===== src/rtl/uart_tx_pkg.sv =====
// Shared types and constants for the UART transmit frame engine.
package uart_tx_pkg;

    // Frame FSM states.
    typedef enum logic [2:0] {
        IDLE,
        START,
        DATA,
        PARITY,
        STOP
    } tx_state_e;

    // TX output bit-select codes.
    localparam logic [1:0] SEL_START = 2'b00;
    localparam logic [1:0] SEL_STOP  = 2'b01;
    localparam logic [1:0] SEL_DATA  = 2'b10;
    localparam logic [1:0] SEL_PAR   = 2'b11;

    // Parity type encodings as seen on PAR_TYP.
    localparam logic PAR_EVEN = 1'b0;
    localparam logic PAR_ODD  = 1'b1;

endpackage


===== src/rtl/uart_tx_parity_calc.sv =====
// Combinational parity of a DATA_WIDTH word: even = XOR of all bits, odd = its inverse.
module uart_tx_parity_calc
    import uart_tx_pkg::*;
#(
    parameter int unsigned DATA_WIDTH = 8
) (
    input  logic [DATA_WIDTH-1:0] data_i,
    input  logic                  par_typ_i,
    output logic                  parity_o
);

    // Reduce the word and invert for odd parity.
    always_comb begin
        parity_o = (par_typ_i == PAR_ODD) ? ~(^data_i) : (^data_i);
    end

endmodule


===== src/rtl/uart_tx_frame_engine.sv =====
// UART transmit frame engine: start, DATA_WIDTH data bits LSB-first, optional parity,
// STOP_BITS stop bits, one bit per CLK. TX_OUT and Busy are registered from the next state.
// Optional build macro UART_TX_HOLD_REG_EN adds a one-entry holding register and HOLD_FULL.
module uart_tx_frame_engine
    import uart_tx_pkg::*;
#(
    parameter int unsigned DATA_WIDTH = 8,
    parameter int unsigned STOP_BITS  = 1
) (
    input  logic                  CLK,
    input  logic                  RST,
    input  logic [DATA_WIDTH-1:0] P_DATA,
    input  logic                  Data_Valid,
    input  logic                  PAR_EN,
    input  logic                  PAR_TYP,
    output logic                  TX_OUT,
`ifdef UART_TX_HOLD_REG_EN
    output logic                  HOLD_FULL,
`endif
    output logic                  Busy
);

    // Counter indexes data bits directly, so its width matches the data index width.
    localparam int unsigned CntW = (DATA_WIDTH > 1) ? $clog2(DATA_WIDTH) : 1;

    tx_state_e             state_q, state_d;
    logic [CntW-1:0]       cnt_q, cnt_d;
    logic [DATA_WIDTH-1:0] data_q, data_d;
    logic                  par_en_q, par_en_d;
    logic                  par_bit_q, par_bit_d;
    logic                  tx_q, tx_d;
    logic                  busy_q, busy_d;
    logic [1:0]            sel_d;
    logic                  par_in;

`ifdef UART_TX_HOLD_REG_EN
    logic                  hold_full_q, hold_full_d;
    logic [DATA_WIDTH-1:0] hold_data_q, hold_data_d;
    logic                  hold_par_en_q, hold_par_en_d;
    logic                  hold_par_bit_q, hold_par_bit_d;
`endif

    // Parity is taken from the inputs at latch time and stored with the word.
    uart_tx_parity_calc #(
        .DATA_WIDTH (DATA_WIDTH)
    ) u_parity (
        .data_i     (P_DATA),
        .par_typ_i  (PAR_TYP),
        .parity_o   (par_in)
    );

    // Next-state, bit counter and latch updates.
    always_comb begin
        state_d   = state_q;
        cnt_d     = cnt_q;
        data_d    = data_q;
        par_en_d  = par_en_q;
        par_bit_d = par_bit_q;
`ifdef UART_TX_HOLD_REG_EN
        hold_full_d    = hold_full_q;
        hold_data_d    = hold_data_q;
        hold_par_en_d  = hold_par_en_q;
        hold_par_bit_d = hold_par_bit_q;
`endif
        unique case (state_q)
            IDLE: begin
`ifdef UART_TX_HOLD_REG_EN
                // A word captured on the final stop edge drains here; new requests drop.
                if (hold_full_q) begin
                    state_d     = START;
                    data_d      = hold_data_q;
                    par_en_d    = hold_par_en_q;
                    par_bit_d   = hold_par_bit_q;
                    hold_full_d = 1'b0;
                end else
`endif
                if (Data_Valid) begin
                    state_d   = START;
                    data_d    = P_DATA;
                    par_en_d  = PAR_EN;
                    par_bit_d = par_in;
                end
            end
            START: begin
                state_d = DATA;
                cnt_d   = '0;
            end
            DATA: begin
                if (cnt_q == CntW'(DATA_WIDTH - 1)) begin
                    cnt_d   = '0;
                    state_d = par_en_q ? PARITY : STOP;
                end else begin
                    cnt_d = cnt_q + 1'b1;
                end
            end
            PARITY: begin
                state_d = STOP;
                cnt_d   = '0;
            end
            STOP: begin
                if (cnt_q == CntW'(STOP_BITS - 1)) begin
                    cnt_d   = '0;
                    state_d = IDLE;
`ifdef UART_TX_HOLD_REG_EN
                    if (hold_full_q) begin
                        state_d     = START;
                        data_d      = hold_data_q;
                        par_en_d    = hold_par_en_q;
                        par_bit_d   = hold_par_bit_q;
                        hold_full_d = 1'b0;
                    end
`endif
                end else begin
                    cnt_d = cnt_q + 1'b1;
                end
            end
            default: begin
                state_d = IDLE;
                cnt_d   = '0;
            end
        endcase
`ifdef UART_TX_HOLD_REG_EN
        // Holding slot only accepts while a frame is on the line and the slot is empty.
        if (busy_q && !hold_full_q && Data_Valid) begin
            hold_full_d    = 1'b1;
            hold_data_d    = P_DATA;
            hold_par_en_d  = PAR_EN;
            hold_par_bit_d = par_in;
        end
`endif
    end

    // Output bit select and registered-output next values, derived from the next state.
    always_comb begin
        unique case (state_d)
            START:   sel_d = SEL_START;
            DATA:    sel_d = SEL_DATA;
            PARITY:  sel_d = SEL_PAR;
            default: sel_d = SEL_STOP;
        endcase
        unique case (sel_d)
            SEL_START: tx_d = 1'b0;
            SEL_DATA:  tx_d = data_d[cnt_d];
            SEL_PAR:   tx_d = par_bit_d;
            default:   tx_d = 1'b1;
        endcase
        busy_d = (state_d != IDLE);
    end

    // State and output registers; reset abandons any frame in flight.
    always_ff @(posedge CLK or negedge RST) begin
        if (!RST) begin
            state_q   <= IDLE;
            cnt_q     <= '0;
            data_q    <= '0;
            par_en_q  <= 1'b0;
            par_bit_q <= 1'b0;
            tx_q      <= 1'b1;
            busy_q    <= 1'b0;
        end else begin
            state_q   <= state_d;
            cnt_q     <= cnt_d;
            data_q    <= data_d;
            par_en_q  <= par_en_d;
            par_bit_q <= par_bit_d;
            tx_q      <= tx_d;
            busy_q    <= busy_d;
        end
    end

`ifdef UART_TX_HOLD_REG_EN
    // Holding register.
    always_ff @(posedge CLK or negedge RST) begin
        if (!RST) begin
            hold_full_q    <= 1'b0;
            hold_data_q    <= '0;
            hold_par_en_q  <= 1'b0;
            hold_par_bit_q <= 1'b0;
        end else begin
            hold_full_q    <= hold_full_d;
            hold_data_q    <= hold_data_d;
            hold_par_en_q  <= hold_par_en_d;
            hold_par_bit_q <= hold_par_bit_d;
        end
    end

    assign HOLD_FULL = hold_full_q;
`endif

    assign TX_OUT = tx_q;
    assign Busy   = busy_q;

endmodule


===== config.mk =====
export PLATFORM = sky130hd
export DESIGN_NAME = uart_tx_frame_engine
export DESIGN_NICKNAME = d
export VERILOG_FILES = /design/src/rtl/uart_tx_pkg.sv /design/src/rtl/uart_tx_parity_calc.sv /design/src/rtl/uart_tx_frame_engine.sv
export SDC_FILE = /design/constraint.sdc
export NUM_CORES = 1
export LEC_CHECK = 0
export ABC_AREA = 1
export CAP_MARGIN = 15
export CORE_ASPECT_RATIO = 1.5
export CORE_UTILIZATION = 45
export DETAILED_ROUTE_END_ITERATION = 10
export PLACE_DENSITY = 0.67
export SYNTH_ARGS = -nofsm -noshare
export SYNTH_HDL_FRONTEND = slang
export SYNTH_HIERARCHICAL = 1
export SYNTH_SLANG_ARGS = --single-unit

===== constraint.sdc =====
create_clock -name CLK -period 2.43 [get_ports CLK]
set_clock_uncertainty 0.1 [all_clocks]
set_input_delay 0.243 -clock CLK [delete_from_list [all_inputs] [get_ports CLK]]
set_output_delay 0.243 -clock CLK [all_outputs]
set_load 0.02 [all_outputs]

==> results of run 1 <==
worst paths after layout:
| check | slack, ps | to | start |
|---|---|---|---|
| max | 490 | TX_OUT | cnt_q[0] |
| min | 280 | state_q[2] | RST |
| max reg2reg | 490 | TX_OUT | cnt_q[0] |
| min reg2reg | 390 | par_bit_q | par_bit_q |
| max in group asynchronous | 1480 | data_q[0] | RST |
| min in group CLK | 390 | par_bit_q | par_bit_q |
logic make-up after synthesis:
kind of cell / share of synthesized area, %
AO/OA/AOI/OAI: 4.25
XOR/XNOR: 0.709
adder cells (fa/ha/maj): 3.04
buffers and inverters: 8.50
flip-flops: 36.5
AND/OR/NAND/NOR: 47.0
stage by stage:
stage | utilization (%) | area (µm²) | hold WS (ps) | total power (W)
detailed placement | 55.9 | 1420 | 363 | 0.00158
CTS | 57.4 | 1450 | 312 | 0.00177
global placement | 55.9 | 1420 | 361 | 0.00156
floorplan | - | 1240 | -153 | 0.00132
finish | 57.4 | 1450 | 280 | 0.00176
global route | 57.4 | 1450 | 343 | 0.00192
cell usage after synthesis (all sizes together), types with 2 or more instances:
cell / number
nor2: 14
nand3: 16
o21ai: 6
nand4: 2
inv: 26
dfrtp: 17
ha: 3
nand2: 89
a21oi: 3
layout make-up:
| type | instances | area, µm² |
|---|---|---|
| clock buffers | 4 | 36.3 |
| inverters | 26 | 100 |
| multi-input cells | 136 | 679 |
| fillers | 260 | 1080 |
| flip-flops and latches | 18 | 452 |
| repair buffers | 14 | 140 |
| well taps | 36 | 45.0 |
report_power, final:
group / internal (W) / total [W] / leakage [nW] / switching [W]
combinational: 0.000368 / 0.00102 / 0.546 / 0.000651
clock: 0.0000915 / 0.000184 / 0.0210 / 0.0000921
sequential: 0.000448 / 0.000554 / 0.225 / 0.000106
registers in the layout, indices dropped and copies added, names as in the netlist:
register,cells
data_q,8
Busy,1
state_q,3
TX_OUT,1
cnt_q,3
par_bit_q,1
par_en_q,1
critical path: stages, from the launching register on:
cell,delay [ps]
dfrtp_1,460
ha_1,250
ha_1,250
nor2_1,160
inv_1,60
nor2_2,140
nor2_4,60
nand3_1,70
nand3_1,70
nand2_1,70
nand2_1,40
nand3_1,80
nand2_1,50
metal layers:
layer  track usage (%)  part of all wire (%)
met5                 0                     0
met4              6.44                   1.4
met3              1.91                   2.7
met2              39.3                    54
met1              22.5                    42
==> reports/qor.yml, run 1 <==
run_status: "completed"
synth_top_area_share_pct: 34.4
grt_usage_pct: 20.5
setup_viol: 0
hold_path.class: "input port to async pin"
dr.pass1.iters: 4
netlist_instances: 181
syn_nets: 197
ff2ff_path_depth: 12
drive_gt1_share_pct: 14.1
post_cts_resized: 0
critPathRequiredTime_ps: 2560
ys_seq_area_share_pct: 36.5
die_w_um: 44.8
place_congestion: 0.861
htreeDepth: 1
die_area_mm2: 0.00296
coreArea_mm2: 0.00253
layout_commonest_cell: "nand2_1"
path_clk_slew_ps: 100
yosys_warnings: 6
antenna_found_initial: 0
cts_hold_buf: 0
io_pins: 15
grt_pass1_wl_mm: 4.44
grt_pass1_vias: 1117
max_freq_mhz: 516
cts_root_buffer: "clkbuf_4"
insertedDiodeCount: 0
postRouteWirelength_mm: 2.64
finalCritPeriodShare_pct: 79.8
die_h_um: 66.2
synth.area.top_cells: "dfrtp_1 (34%), nand2_1 (24%), inv_1 (6.4%)"
cts_tree: "done"
fin_cells: 234
final_antenna_net_count: 0
p_leak_nw: 0.792
dpl.hpwl_mm: 2.13
fin_crit_ps: 1940
vias_per_cell: 4.78
synth-async-reset-ratio_pct: 100
syn_avg_cell_area_um2: 6.83
synth_edf_count: 0
numCtsBuffers: 3
rows: 22
drc: 0
tns_ps: 0
endpoint_kind: "flop"
cap_violations: 0
cts_sinks: 18
postCtsSetupRepairBufs: 0
p_per_area_mw_per_mm2: 1210
slew_viol_final: 0
routedWlPerCell_um: 11.3
start_kind: "flop"
area_delta_synth_final_pct: 17.5
pre_cts_ws_ps: 505
hold_violations: 0
timing.final.ws_setup_ps: 491
layout_common_cells: "nand2_1 (80), inv_1 (21), dfrtp_1 (17)"
clock_latency_ps: 300
grt_max_degree: 19
drt-initial-drc-count: 20
vias: 1118
rsz0062_at_grt: "no"
dp.cells: 230
overflow: 0
path_max_fanout: 5
arrival_ps: 2070
max_slew.worst_pin.slew_ps: 754
synthFlopType: "dfrtp_1"
clockBufferDepth: 2
fin_nets: 215
synth_top_area_cell: "dfrtp_1"
numPortBuffers: 14
peakVddDrop_mv: 0.711
synth_area_mm2: 0.00124
worst_slew_margin_rel_pct: 49.5
crit_type: "flop to flop"
ys_seq_elements: 18
initial_utilization_pct: 48.8
synth_cell_types: 23
Note: power is estimated with default switching activity, not from simulation.
==> run 2: changes to the inputs <==
- clock period: 2.43 -> 2 ns (I/O delays scaled with it)
==> reports/qor.yml, run 2 (synthesis gave the netlist of run 1 again) <==
grt_max_degree: 19  # unchanged
postCtsSetupRepairBufs: 0  # unchanged
fin_cells: 236  # was 234
cts_sinks: 18  # unchanged
grt_pass1_wl_mm: 4.44  # about the same
insertedDiodeCount: 0  # unchanged
critPathRequiredTime_ps: 2130  # was 2560 ps
routedWlPerCell_um: 10.8  # was 11.3 µm
area_delta_synth_final_pct: 18.7  # was 17.5%
slew_viol_final: 0  # unchanged
grt_usage_pct: 19.8  # was 20.5%
overflow: 0  # unchanged
largest_reg_flops: 8  # unchanged
numPortBuffers: 14  # unchanged
slowest_delay_ps: 400  # was 460 ps
endpoint_kind: "flop"  # unchanged
die_w_um: 44.8  # unchanged
layout_common_cells: "nand2_1 (80), inv_1 (21), dfrtp_1 (17)"  # unchanged
ff_latch_area_um2: 452  # unchanged
coreArea_mm2: 0.00253  # unchanged
post_cts_resized: 0  # unchanged
crit_type: "flop to flop"  # unchanged
cts_hold_buf: 0  # unchanged
rows: 22  # unchanged
postRouteWirelength_mm: 2.54  # was 2.64 mm
hold_path.class: "input port to async pin"  # unchanged
dpl.hpwl_mm: 2.08  # was 2.13 mm
htreeDepth: 1  # unchanged
drc: 0  # unchanged
die_h_um: 66.2  # unchanged
fin_nets: 217  # was 215
vias: 1150  # was 1118
worst_slew_margin_rel_pct: 79.4  # was 49.5%
reg_top3: "data_q x8, cnt_q x3, state_q x3"  # unchanged
start_kind: "flop"  # unchanged
reg2reg_to: "TX_OUT"  # unchanged
arrival_ps: 1970  # was 2070 ps
fin_util_pct: 58.0  # was 57.4%
crit_chain: "ha_1 -> ha_1 -> nor2_1 -> inv_1 -> nor2_2 -> nor2_4 -> nand3_1 -> nand3_1 -> nand2_1 -> nand2_1 -> nand3_1 -> nand2_1"  # unchanged
io_pins: 15  # unchanged
max_freq_mhz: 543  # was 516 MHz
crit_start: "cnt_q[0]"  # unchanged
drt-initial-drc-count: 15  # was 20
dr.pass1.iters: 4  # unchanged
path_max_fanout: 4  # was 5
vias_per_cell: 4.87  # was 4.78
cts_tree: "done"  # unchanged
p_leak_nw: 0.801  # was 0.792 nW
clockBufferDepth: 2  # unchanged
r2r_slack_ps: 160  # was 490 ps
peakVddDrop_mv: 0.982  # was 0.711 mV
fin_crit_ps: 1840  # was 1940 ps
finalCritPeriodShare_pct: 92.1  # was 79.8%
layout_commonest_cell: "nand2_1"  # unchanged
numCtsBuffers: 3  # unchanged
tns_ps: 0  # unchanged
cap_violations: 0  # unchanged
drive_gt1_share_pct: 15.0  # was 14.1%
p_per_area_mw_per_mm2: 1460  # was 1210 mW/mm²
endpoint: "TX_OUT"  # unchanged
place_congestion: 0.855  # was 0.861
grt_pass1_vias: 1159  # was 1117
regMostFlops: "data_q"  # unchanged
final_antenna_net_count: 0  # unchanged
multi_input_area_um2: 679  # unchanged
antenna_found_initial: 0  # unchanged
path_clk_slew_ps: 100  # about the same
initial_utilization_pct: 48.8  # unchanged
cp_slowest_cell: "dfrtp_1"  # unchanged
ff2ff_path_depth: 12  # unchanged
max_slew.worst_pin.slew_ps: 308  # was 754 ps
rsz0062_at_grt: "no"  # unchanged
hold_violations: 0  # unchanged
n_fill_cell: 248  # was 260
run_status: "completed"  # unchanged
cts_root_buffer: "clkbuf_4"  # unchanged
setup_viol: 0  # unchanged
dp.cells: 232  # was 230
r2r-start: "cnt_q[0]"  # unchanged
die_area_mm2: 0.00296  # unchanged
clock_latency_ps: 290  # was 300 ps
run 2: cell types whose count changed in the layout (fill, tap and decap cells not counted):
cell   previous run  this run
buf_4             0         2
run 2: layout make-up:
class | instances | area share, %
inverters | 26 | 6.82
clock buffers | 4 | 2.47
flip-flops and latches | 18 | 30.8
well taps | 36 | 3.07
multi-input cells | 136 | 46.3
repair buffers | 16 | 10.6
run 2: routing by layer:
metal | vias up | part of all wire (%) | GRT usage, %
met4 | 0 | 1.9 | 5.30
li1 | 594 | - | -
met1 | 522 | 41 | 19.9
met3 | 11 | 2.2 | 1.91
met2 | 23 | 55 | 40.3
met5 | - | 0 | 0
run 2: worst min path at each step:
stage | end | slack, ps
finish | state_q[1] | 120
global route | state_q[1] | 130
CTS | state_q[1] | 130
detailed placement | par_en_q | 370
global placement | par_bit_q | 360
floorplan | Busy | -200
run 2: worst max-delay path: cells and delay by family (launching register included):
kind,cells,cell delay (ps)
simple gates,9,740
fa+ha+maj,2,460
flops,1,400
buf+inv,1,60
run 2: metrics by stage:
| stage | total power [W] | hold slack (ps) | area (µm²) | worst slack (ps) |
|---|---|---|---|---|
| after floorplan | 0.00160 | -196 | 1240 | 295 |
| after detailed placement | 0.00193 | 365 | 1430 | 113 |
| after global placement | 0.00191 | 362 | 1430 | 146 |
| final | 0.00214 | 116 | 1470 | 158 |
| after CTS | 0.00216 | 132 | 1470 | 156 |
| after global routing | 0.00236 | 134 | 1470 | 40.0 |
run 2: report_power, final:
part / total, W / leakage, nW / switching (W) / internal (W)
clock network: 0.000221 / 0.0210 / 0.000110 / 0.000111
logic: 0.00126 / 0.556 / 0.000796 / 0.000460
registers: 0.000664 / 0.225 / 0.000119 / 0.000545
total: 0.00214 / 0.801 / 0.00102 / 0.00112
==> run 3: changes to the inputs <==
- ABC_CLOCK_PERIOD_IN_PS: not set -> 2000
==> results of run 3 <==
The final DEF is identical to that of run 2; final timing and power are the same.
